### config.mk
export PLATFORM = sky130hd
export DESIGN_NAME = pipeline_hazard_controller_flat
export DESIGN_NICKNAME = d
export VERILOG_FILES = /design/src/rtl/pipeline_hazard_controller_if.sv /design/src/rtl/pipeline_hazard_controller.sv /design/src/flat_wrapper.sv
export SDC_FILE = /design/constraint.sdc
export NUM_CORES = 1
export LEC_CHECK = 0
export ABC_AREA = 1
export CAP_MARGIN = 20
export CORE_MARGIN = 5
export CORE_UTILIZATION = 54
export CTS_BUF_LIST = sky130_fd_sc_hd__clkbuf_8
export DETAILED_ROUTE_END_ITERATION = 10
export GPL_ROUTABILITY_DRIVEN = 0
export PLACE_DENSITY = 0.88
export SYNTH_ARGS = -nofsm -noshare
export SYNTH_HDL_FRONTEND = slang
export SYNTH_SLANG_ARGS = --single-unit
### constraint.sdc
create_clock -name clk -period 5.08 [get_ports clk]
set_clock_uncertainty 0.05 [all_clocks]
set_input_delay 0.762 -clock clk [delete_from_list [all_inputs] [get_ports clk]]
set_output_delay 0.762 -clock clk [all_outputs]
set_load 0.02 [all_outputs]
### src/rtl/pipeline_hazard_controller_if.sv
// Hazard-controller bus: pipeline status inputs, per-register write/flush controls, counters.
interface pipeline_hazard_controller_if #(
  parameter int unsigned CNT_WIDTH = 16
);
  logic                 ID_EX_MemRead;
  logic [4:0]           ID_EX_RegisterRd;
  logic [4:0]           IF_ID_RegisterRs1;
  logic [4:0]           IF_ID_RegisterRs2;
  logic                 ID_EX_MultiCycle;
  logic                 EX_BranchTaken;
  logic                 MEM_Req;
  logic                 dmem_ready;
  logic                 PC_Write;
  logic                 IF_ID_Write;
  logic                 ID_EX_Write;
  logic                 EX_MEM_Write;
  logic                 MEM_WB_Write;
  logic                 IF_ID_Flush;
  logic                 ID_EX_Flush;
  logic                 EX_MEM_Flush;
  logic [1:0]           ctrl_state;
  logic [CNT_WIDTH-1:0] stall_count;
  logic [CNT_WIDTH-1:0] flush_count;

  // Pipeline side: reports stage status, receives controls.
  modport master (
    output ID_EX_MemRead, ID_EX_RegisterRd, IF_ID_RegisterRs1, IF_ID_RegisterRs2,
    output ID_EX_MultiCycle, EX_BranchTaken, MEM_Req, dmem_ready,
    input  PC_Write, IF_ID_Write, ID_EX_Write, EX_MEM_Write, MEM_WB_Write,
    input  IF_ID_Flush, ID_EX_Flush, EX_MEM_Flush,
    input  ctrl_state, stall_count, flush_count
  );

  // Controller side.
  modport slave (
    input  ID_EX_MemRead, ID_EX_RegisterRd, IF_ID_RegisterRs1, IF_ID_RegisterRs2,
    input  ID_EX_MultiCycle, EX_BranchTaken, MEM_Req, dmem_ready,
    output PC_Write, IF_ID_Write, ID_EX_Write, EX_MEM_Write, MEM_WB_Write,
    output IF_ID_Flush, ID_EX_Flush, EX_MEM_Flush,
    output ctrl_state, stall_count, flush_count
  );
endinterface

### src/rtl/pipeline_hazard_controller.sv
// Stall/flush sequencer for the 5-stage pipeline: load-use bubbles, taken-branch
// flushes, dmem wait freezes and fixed-latency multi-cycle EX holds, plus
// saturating stall/flush counters. Controls are combinational from state and inputs.
module pipeline_hazard_controller #(
  parameter int unsigned MC_LATENCY = 4,
  parameter int unsigned CNT_WIDTH  = 16
) (
  input logic                          clk,
  input logic                          reset,
  pipeline_hazard_controller_if.slave  bus
);

  // Counter only needs to hold MC_LATENCY-2 (entry cycle in RUN plus the release cycle).
  localparam int unsigned MC_W    = (MC_LATENCY > 2) ? $clog2(MC_LATENCY - 1) : 1;
  localparam logic [MC_W-1:0] MC_LOAD = MC_W'(MC_LATENCY - 2);

  typedef enum logic [1:0] {
    RUN      = 2'd0,
    MEM_WAIT = 2'd1,
    MC_WAIT  = 2'd2
  } state_e;

  state_e               state_q, state_d;
  logic [MC_W-1:0]      mc_q, mc_d;
  logic [CNT_WIDTH-1:0] stall_q, flush_q;

  logic load_use_c, mem_stall_c;
  logic pc_write_c, if_id_write_c, id_ex_write_c, ex_mem_write_c, mem_wb_write_c;
  logic if_id_flush_c, id_ex_flush_c, ex_mem_flush_c;

  // Hazard detection; x0 is never a real dependency.
  assign load_use_c  = bus.ID_EX_MemRead && (bus.ID_EX_RegisterRd != 5'd0) &&
                       ((bus.ID_EX_RegisterRd == bus.IF_ID_RegisterRs1) ||
                        (bus.ID_EX_RegisterRd == bus.IF_ID_RegisterRs2));
  assign mem_stall_c = bus.MEM_Req && !bus.dmem_ready;

  // State and multi-cycle counter registers.
  always_ff @(posedge clk or posedge reset) begin
    if (reset) begin
      state_q <= RUN;
      mc_q    <= '0;
    end else begin
      state_q <= state_d;
      mc_q    <= mc_d;
    end
  end

  // Next state and pipeline controls; priority: mem stall, multi-cycle, branch, load-use.
  always_comb begin
    pc_write_c     = 1'b1;
    if_id_write_c  = 1'b1;
    id_ex_write_c  = 1'b1;
    ex_mem_write_c = 1'b1;
    mem_wb_write_c = 1'b1;
    if_id_flush_c  = 1'b0;
    id_ex_flush_c  = 1'b0;
    ex_mem_flush_c = 1'b0;
    state_d        = state_q;
    mc_d           = mc_q;

    case (state_q)
      RUN, MEM_WAIT: begin
        // In MEM_WAIT only dmem_ready matters; its release cycle follows the RUN rules.
        if ((state_q == RUN) ? mem_stall_c : !bus.dmem_ready) begin
          pc_write_c     = 1'b0;
          if_id_write_c  = 1'b0;
          id_ex_write_c  = 1'b0;
          ex_mem_write_c = 1'b0;
          mem_wb_write_c = 1'b0;
          state_d        = MEM_WAIT;
        end else begin
          state_d = RUN;
          if (bus.ID_EX_MultiCycle) begin
            pc_write_c     = 1'b0;
            if_id_write_c  = 1'b0;
            id_ex_write_c  = 1'b0;
            ex_mem_flush_c = 1'b1;
            mc_d           = MC_LOAD;
            state_d        = MC_WAIT;
          end else if (bus.EX_BranchTaken) begin
            if_id_flush_c = 1'b1;
            id_ex_flush_c = 1'b1;
          end else if (load_use_c) begin
            pc_write_c    = 1'b0;
            if_id_write_c = 1'b0;
            id_ex_flush_c = 1'b1;
          end
        end
      end
      MC_WAIT: begin
        // MEM only holds bubbles here, so dmem handshakes are ignored.
        if (mc_q != '0) begin
          pc_write_c     = 1'b0;
          if_id_write_c  = 1'b0;
          id_ex_write_c  = 1'b0;
          ex_mem_flush_c = 1'b1;
          mc_d           = mc_q - MC_W'(1);
        end else begin
          state_d = RUN;
          if (bus.EX_BranchTaken) begin
            if_id_flush_c = 1'b1;
            id_ex_flush_c = 1'b1;
          end
        end
      end
      default: state_d = RUN;
    endcase

    // Reset freezes every pipeline register and suppresses flushes.
    if (reset) begin
      pc_write_c     = 1'b0;
      if_id_write_c  = 1'b0;
      id_ex_write_c  = 1'b0;
      ex_mem_write_c = 1'b0;
      mem_wb_write_c = 1'b0;
      if_id_flush_c  = 1'b0;
      id_ex_flush_c  = 1'b0;
      ex_mem_flush_c = 1'b0;
    end
  end

  // Saturating performance counters.
  always_ff @(posedge clk or posedge reset) begin
    if (reset) begin
      stall_q <= '0;
      flush_q <= '0;
    end else begin
      if (!pc_write_c && (stall_q != '1)) stall_q <= stall_q + CNT_WIDTH'(1);
      if (if_id_flush_c && (flush_q != '1)) flush_q <= flush_q + CNT_WIDTH'(1);
    end
  end

  assign bus.PC_Write     = pc_write_c;
  assign bus.IF_ID_Write  = if_id_write_c;
  assign bus.ID_EX_Write  = id_ex_write_c;
  assign bus.EX_MEM_Write = ex_mem_write_c;
  assign bus.MEM_WB_Write = mem_wb_write_c;
  assign bus.IF_ID_Flush  = if_id_flush_c;
  assign bus.ID_EX_Flush  = id_ex_flush_c;
  assign bus.EX_MEM_Flush = ex_mem_flush_c;
  assign bus.ctrl_state   = state_q;
  assign bus.stall_count  = stall_q;
  assign bus.flush_count  = flush_q;

endmodule

### src/flat_wrapper.sv
// flat-port wrapper written by rule: the top's interface ports become plain ports
module pipeline_hazard_controller_flat 
#(
  parameter int unsigned MC_LATENCY = 4,
  parameter int unsigned CNT_WIDTH  = 16
)
  (clk, reset, bus_ID_EX_MemRead, bus_ID_EX_RegisterRd, bus_IF_ID_RegisterRs1, bus_IF_ID_RegisterRs2, bus_ID_EX_MultiCycle, bus_EX_BranchTaken, bus_MEM_Req, bus_dmem_ready, bus_PC_Write, bus_IF_ID_Write, bus_ID_EX_Write, bus_EX_MEM_Write, bus_MEM_WB_Write, bus_IF_ID_Flush, bus_ID_EX_Flush, bus_EX_MEM_Flush, bus_ctrl_state, bus_stall_count, bus_flush_count);
  pipeline_hazard_controller_if #(.CNT_WIDTH(CNT_WIDTH)) bus_i ();
  input logic clk;
  input logic reset;
  input wire logic [$bits(bus_i.ID_EX_MemRead)-1:0] bus_ID_EX_MemRead;
  input wire logic [$bits(bus_i.ID_EX_RegisterRd)-1:0] bus_ID_EX_RegisterRd;
  input wire logic [$bits(bus_i.IF_ID_RegisterRs1)-1:0] bus_IF_ID_RegisterRs1;
  input wire logic [$bits(bus_i.IF_ID_RegisterRs2)-1:0] bus_IF_ID_RegisterRs2;
  input wire logic [$bits(bus_i.ID_EX_MultiCycle)-1:0] bus_ID_EX_MultiCycle;
  input wire logic [$bits(bus_i.EX_BranchTaken)-1:0] bus_EX_BranchTaken;
  input wire logic [$bits(bus_i.MEM_Req)-1:0] bus_MEM_Req;
  input wire logic [$bits(bus_i.dmem_ready)-1:0] bus_dmem_ready;
  output wire logic [$bits(bus_i.PC_Write)-1:0] bus_PC_Write;
  output wire logic [$bits(bus_i.IF_ID_Write)-1:0] bus_IF_ID_Write;
  output wire logic [$bits(bus_i.ID_EX_Write)-1:0] bus_ID_EX_Write;
  output wire logic [$bits(bus_i.EX_MEM_Write)-1:0] bus_EX_MEM_Write;
  output wire logic [$bits(bus_i.MEM_WB_Write)-1:0] bus_MEM_WB_Write;
  output wire logic [$bits(bus_i.IF_ID_Flush)-1:0] bus_IF_ID_Flush;
  output wire logic [$bits(bus_i.ID_EX_Flush)-1:0] bus_ID_EX_Flush;
  output wire logic [$bits(bus_i.EX_MEM_Flush)-1:0] bus_EX_MEM_Flush;
  output wire logic [$bits(bus_i.ctrl_state)-1:0] bus_ctrl_state;
  output wire logic [$bits(bus_i.stall_count)-1:0] bus_stall_count;
  output wire logic [$bits(bus_i.flush_count)-1:0] bus_flush_count;
  assign bus_i.ID_EX_MemRead = bus_ID_EX_MemRead;
  assign bus_i.ID_EX_RegisterRd = bus_ID_EX_RegisterRd;
  assign bus_i.IF_ID_RegisterRs1 = bus_IF_ID_RegisterRs1;
  assign bus_i.IF_ID_RegisterRs2 = bus_IF_ID_RegisterRs2;
  assign bus_i.ID_EX_MultiCycle = bus_ID_EX_MultiCycle;
  assign bus_i.EX_BranchTaken = bus_EX_BranchTaken;
  assign bus_i.MEM_Req = bus_MEM_Req;
  assign bus_i.dmem_ready = bus_dmem_ready;
  assign bus_PC_Write = bus_i.PC_Write;
  assign bus_IF_ID_Write = bus_i.IF_ID_Write;
  assign bus_ID_EX_Write = bus_i.ID_EX_Write;
  assign bus_EX_MEM_Write = bus_i.EX_MEM_Write;
  assign bus_MEM_WB_Write = bus_i.MEM_WB_Write;
  assign bus_IF_ID_Flush = bus_i.IF_ID_Flush;
  assign bus_ID_EX_Flush = bus_i.ID_EX_Flush;
  assign bus_EX_MEM_Flush = bus_i.EX_MEM_Flush;
  assign bus_ctrl_state = bus_i.ctrl_state;
  assign bus_stall_count = bus_i.stall_count;
  assign bus_flush_count = bus_i.flush_count;
  pipeline_hazard_controller #(.MC_LATENCY(MC_LATENCY), .CNT_WIDTH(CNT_WIDTH)) u_core (.clk(clk), .reset(reset), .bus(bus_i));
endmodule
==> results.md, run 1 <==
* Status: finished, final reports clean
* Worst min path class: flip-flop to flip-flop
* Final Worst Setup Slack at about 1500 ps
* Worst EP arrival at between 2000 and 3000 ps
* Final setup viols at 0
* Reg area at 901 µm²
* Most frequent cells in the layout: nand2_1 (131), clkdlybuf4s50_1 (63), inv_1 (45)
* Mapped Nets at 370
* Most common cell after layout, fill and taps aside: nand2_1
* Cell count after synthesis at 345
* RSZ-0062 raised after global routing: no
* Fin. max-slew vios at 0
* N_diodes at 0
* H-tree depth at 2
* DRT iter0 DRCs at 202
* Port buffer count at 63
* DRT Wirelength at ~6000 µm
* Clk_lat worst skew at ~290 ps
* Post-layout util at between 70% and 80%
* Site Rows at 24
* DR WL/cell at 13.1 µm
* Routed vias at approximately 2,400
* CTS tree: done
* Critical Path RT at approximately 4300 ps
* Startpoint Class: input pin
* Slew HR at a little under three fifths
* Least-Margin Pin Slew at approximately 670 ps
* Die Width at 76.7 µm
* Num CTS Buffers at 5
* Hold_buf cts at 0
* Tcrit/Tclk final at approximately 70%
* Max Clock Freq at roughly 0.28 GHz
* Sink Count at 36
* CP Capture Type: output pin
* Vias in the first global route at ~2,300
* Peak supply drop at about 0.28 mV
* Detailed Place HPWL at about 4400 µm
* Vias per cell at 5.17
* Multi-input logic area at around 0.0013 mm²
* Post-CTS Setup Inserts at 0
* Hold Fails Final Rpt at 0
* Post-Syn Area at about 0.0024 mm²
* Total global-route track usage at a little over a fifth
* P_leak at about 1.5 nW
* # Max-Cap Violations at 0
* Setup TNS at 0 ps
* Seq/Total Area, Yosys at 37.5%
* DR DRC count at 0
* Post_cts resized at 0
* Clk slew on worst S/H paths at 70 ps
* Power Dens Cells at roughly 340 mW/mm²
* Final Critical Period at between 3000 and 4000 ps
* Crit path max fanout at 18
* # IOs at 64
* Core ar. at 0.00432 mm²
* Initial antenna violation count at 0
* Setup WS pre-CTS at around 1500 ps
* Synth-to-Final Area Change at 30.8%
* Ys Warns at 0
* Largest net degree at the start of global routing at 38
* CTS max path bufs at 2
* Root Buffer: clkbuf_8
* Fill cells at approximately 340
* Total grt overflow at 0
* Initial Utilization at a little under three fifths
* Post-synthesis cell type count at 27
* Crit Path Category: input pin to output pin
* R2r setup slk at approximately 2700 ps
* DIE AREA at ~0.006 mm²
* NumNets Final at around 430
* TritonRoute pass-1 iters at 4
* Antenna-violating nets left at 0
* Syn avg cell area at 6.97 µm²
* Flip-flop and latch count after synthesis at 36
* Layout cell share with drive strength beyond 1 at a little under 5%
* Height of the die at 76.7 µm
* Global-route wire length before repair at approximately 11,000 µm
logic make-up after synthesis:
kind of cell	Yosys count	share of synthesized area, %
compound gates	13	3.18
flops	36	37.5
fa+ha+maj	3	1.56
xor+xnor	30	10.9
simple gates	208	37.3
buf+inv	55	9.58
report_power, final:
part,total [mW],switching [mW],internal [mW]
clock network,0.210,0.104,0.107
logic,0.443,0.252,0.191
registers,0.407,0.0689,0.338
total,1.06,0.424,0.636
flip-flops by register name (all words and copies together), names as in the netlist:
| register | cells |
|---|---|
| u_core.bus.flush_count | 16 |
| u_core.mc_q | 2 |
| u_core.bus.ctrl_state | 2 |
| u_core.bus.stall_count | 16 |
critical path, cell delays in order:
cell and delay, ps:
clkdlybuf4s50_1 530, inv_1 70, nand2_1 60, nand2_1 50, nor2_1 110, nand3_1 80
nand2_1 80, nand3_1 110, nand2_4 200, inv_1 100, clkdlybuf4s50_1 560
synth_stat cells (all sizes together):
cell    instances  share of area (%)
nand2         133                 21
inv            47                7.3
dfrtp          36                 37
nand3          30                6.5
nor2           23                3.8
xor2           18                6.6
xnor2          12                4.4
nor3           11                2.5
nand4           9                2.6
o21ai           9                1.9
buf             8                2.2
ha              3                1.6
a21oi           2               0.57
a31oi           1               0.26
and3            1               0.26
nor4            1               0.26
o21bai          1               0.47
routing by layer:
| layer | global-route usage (%) | routed length (µm) |
|---|---|---|
| met5 | 0 | 0 |
| met4 | 5.77 | 65 |
| met3 | 5.50 | 376 |
| met2 | 35.5 | 2930 |
| met1 | 27.6 | 2670 |
path summary, 6_finish.rpt:
path                                                start                   endpoint  depth (start not counted)
worst max-delay path              bus_ID_EX_RegisterRd[4]            bus_IF_ID_Write                         11
worst min-delay path            u_core.bus.stall_count[8]  u_core.bus.stall_count[8]                          2
worst max register to register  u_core.bus.flush_count[0]  u_core.bus.flush_count[8]                          8
worst min register to register  u_core.bus.stall_count[8]  u_core.bus.stall_count[8]                          2
max in group asynchronous                           reset   u_core.bus.ctrl_state[1]                          3
min in group asynchronous                           reset  u_core.bus.flush_count[9]                          3
layout make-up:
class	count	share of cell area (%)
multi-input combinational	254	40.5
sequential	36	28.7
timing repair buffer	64	20.3
inverter	47	5.61
clock buffer	6	2.63
tap	52	2.07
clock inverter	2	0.239
per-stage QoR:
| step | instances | power (mW) | instance area, µm² | hold slack [ps] |
|---|---|---|---|---|
| after floorplan | 345 | 0.676 | 2400 | 407 |
| after global placement | 453 | 0.838 | 3050 | 431 |
| after detailed placement | 453 | 0.853 | 3050 | 440 |
| after CTS | 461 | 1.07 | 3140 | 457 |
| after global routing | 461 | 1.13 | 3140 | 476 |
| final | 461 | 1.06 | 3140 | 450 |
(Power assumes the default switching activity.)
==> run 2: changes to the inputs <==
Settings changed: CORE_UTILIZATION 54 to 45, PLACE_DENSITY 0.88 to 0.78.
Clock period 5.08 ns to 3.2 ns, I/O delays scaled along.
==> results.md, run 2 (same netlist as run 1, synthesis figures left out) <==
* Hold_buf cts at 0 (unchanged)
* Die Width at 83.1 µm (+8.3%)
* Final Worst Setup Slack at 386 ps (-1150 ps)
* Tcrit/Tclk final at 88.0%
* Height of the die at 83.1 µm (+8.3%)
* Crit-path leading delay family: buffers and inverters
* Port buffer count at 63 (unchanged)
* Total global-route track usage at 17.7% (-3.7 points)
* Crit path max fanout at 3 (-15)
* Most common cell after layout, fill and taps aside: nand2_1
* Synth-to-Final Area Change at 32.4%
* Met3 WL at 302 µm (-20%)
* Clk_lat worst skew at 290 ps (about the same)
* Max Clock Freq at between 0.3 and 0.4 GHz
* Hold Fails Final Rpt at 0 (unchanged)
* H-tree depth at 2 (unchanged)
* N_diodes at 0 (unchanged)
* DR DRC count at 0 (unchanged)
* DRT iter0 DRCs at 120 (-41%)
* Worst EP arrival at 2280 ps (-450 ps)
* WL met2 at 2770 µm (-5.5%)
* Initial Utilization at 46.8% (-8.8 points)
* Site Rows at 26 (+8.3%)
* Largest net degree at the start of global routing at 37 (-2.6%)
* Root Buffer: clkbuf_8
* DR WL/cell at 12.1 µm (-7.5%)
* P_leak at 1.52 nW (-0.32%)
* Critical-path cell list: clkdlybuf4s50_1 > inv_1 > nand4_1 > o21ai_0 > inv_1 > nand3_1 > nand2_4 > inv_1 > clkdlybuf4s50_1
* CP most frequent cell: inv_1
* NumNets Final at 435 (+0.46%)
* DIE AREA at 0.00690 mm² (+17%)
* Fin. max-slew vios at 0 (unchanged)
* Peak supply drop at 0.347 mV (+26%)
* # IOs at 64 (unchanged)
* Final Critical Period at 2810 ps
* Vias in the first global route at 2,291 (-1.3%)
* # Max-Cap Violations at 0 (unchanged)
* Sink Count at 36 (unchanged)
* Setup TNS at 0 ps (unchanged)
* Setup WS pre-CTS at 378 ps (-1170 ps)
* TritonRoute pass-1 iters at 6 (+2)
* Wl on met1 at 2650 µm (-1.0%)
* Total grt overflow at 0 (unchanged)
* Routed vias at 2,345 (-1.6%)
* Status: finished, final reports clean
* Worst min path class: flip-flop to flip-flop
* Slew HR at 66.7% (+12 points)
* Max incr delay on CP at 610 ps (+50 ps)
* Global-route wire length before repair at 10,400 µm (-0.98%)
* Clk slew on worst S/H paths at 70 ps (about the same)
* Final setup viols at 0 (unchanged)
* Fill cells at 496 (+45%)
* RSZ-0062 raised after global routing: no
* Post-CTS Setup Inserts at 0 (unchanged)
* Initial antenna violation count at 0 (unchanged)
* CTS max path bufs at 2 (unchanged)
* Most frequent cells in the layout: nand2_1 (131), clkdlybuf4s50_1 (63), inv_1 (43)
* Antenna-violating nets left at 0 (unchanged)
* Layout cell share with drive strength beyond 1 at 5.84% (+0.95 points)
* DRT Wirelength at 5830 µm (-3.5%)
* CP Capture Type: output pin
* Post_cts resized at 0 (unchanged)
* Least-Margin Pin Slew at 498 ps (-174 ps)
* Critical path buffer and inverter count at 5 (+1)
* Crit Path Category: input pin to output pin
* CTS tree: done
* Vias per cell at 4.88 (-5.6%)
* Highest metal used: met4
* Core ar. at 0.00514 mm² (+19%)
* Startpoint Class: input pin
* Critical Path RT at 2670 ps (-1600 ps)
* Power Dens Cells at 527 mW/mm² (+56%)
* Num CTS Buffers at 5 (unchanged)
* Detailed Place HPWL at 4400 µm (+0.43%)
* CP max-delay cell: clkdlybuf4s50_1
## run 2: changes by cell type in the layout (fill, tap and decap cells not counted), sizes merged
| cell | change |
|---|---|
| clkinvlp | +2 |
| clkinv | +1 |
| inv | -2 |
| buf | +2 |
| clkbuf | -1 |
## run 2: area by class of cell
class | count | area [µm²] | share of cell area [%]
Sequential cell | 36 | 901 | 28.3
Clock inverter | 3 | 23.8 | 0.747
Timing Repair Buffer | 66 | 653 | 20.5
Clock buffer | 5 | 68.8 | 2.16
Multi-Input combinational cell | 254 | 1270 | 40.0
Tap cell | 70 | 87.6 | 2.75
Inverter | 47 | 176 | 5.54
## run 2: path summary, 6_finish.rpt
| kind | startpoint | end | slack (ps) | cells past startpoint |
|---|---|---|---|---|
| worst max-delay path | bus_ID_EX_RegisterRd[3] | bus_IF_ID_Write | 390 | 9 |
| worst min-delay path | u_core.mc_q[0] | u_core.mc_q[0] | 440 | 1 |
| worst max register to register | u_core.bus.flush_count[0] | u_core.bus.flush_count[7] | 1040 | 8 |
| worst min register to register | u_core.mc_q[0] | u_core.mc_q[0] | 440 | 1 |
| max in group asynchronous | reset | u_core.bus.stall_count[11] | 2040 | 3 |
| min in group asynchronous | reset | u_core.bus.flush_count[5] | 750 | 3 |
## run 2: stage by stage
step / area [µm²] / hold slack, ps / total power [mW] / utilization [%] / cells
detailed placement: 3090 / 434 / 1.36 / 60.1 / 473
finish: 3180 / 442 / 1.68 / 61.9 / 481
floorplan: 2400 / 407 / 1.07 / - / 345
global placement: 3090 / 430 / 1.34 / 60.1 / 473
CTS: 3180 / 448 / 1.69 / 61.9 / 481
global route: 3180 / 510 / 1.82 / 61.9 / 481
## run 2: power by group
part / internal, mW / total [mW] / switching, mW / leakage [nW]
Combinational: 0.309 / 0.707 / 0.398 / 1.00
Sequential: 0.536 / 0.637 / 0.100 / 0.481
Clock: 0.154 / 0.335 / 0.181 / 0.0404
## run 2: routing by layer
metal	vias to the layer above	GRT usage (%)
li1	1199	-
met1	1058	22.3
met2	76	29.7
met3	12	4.75
met4	0	5.05
met5	-	0
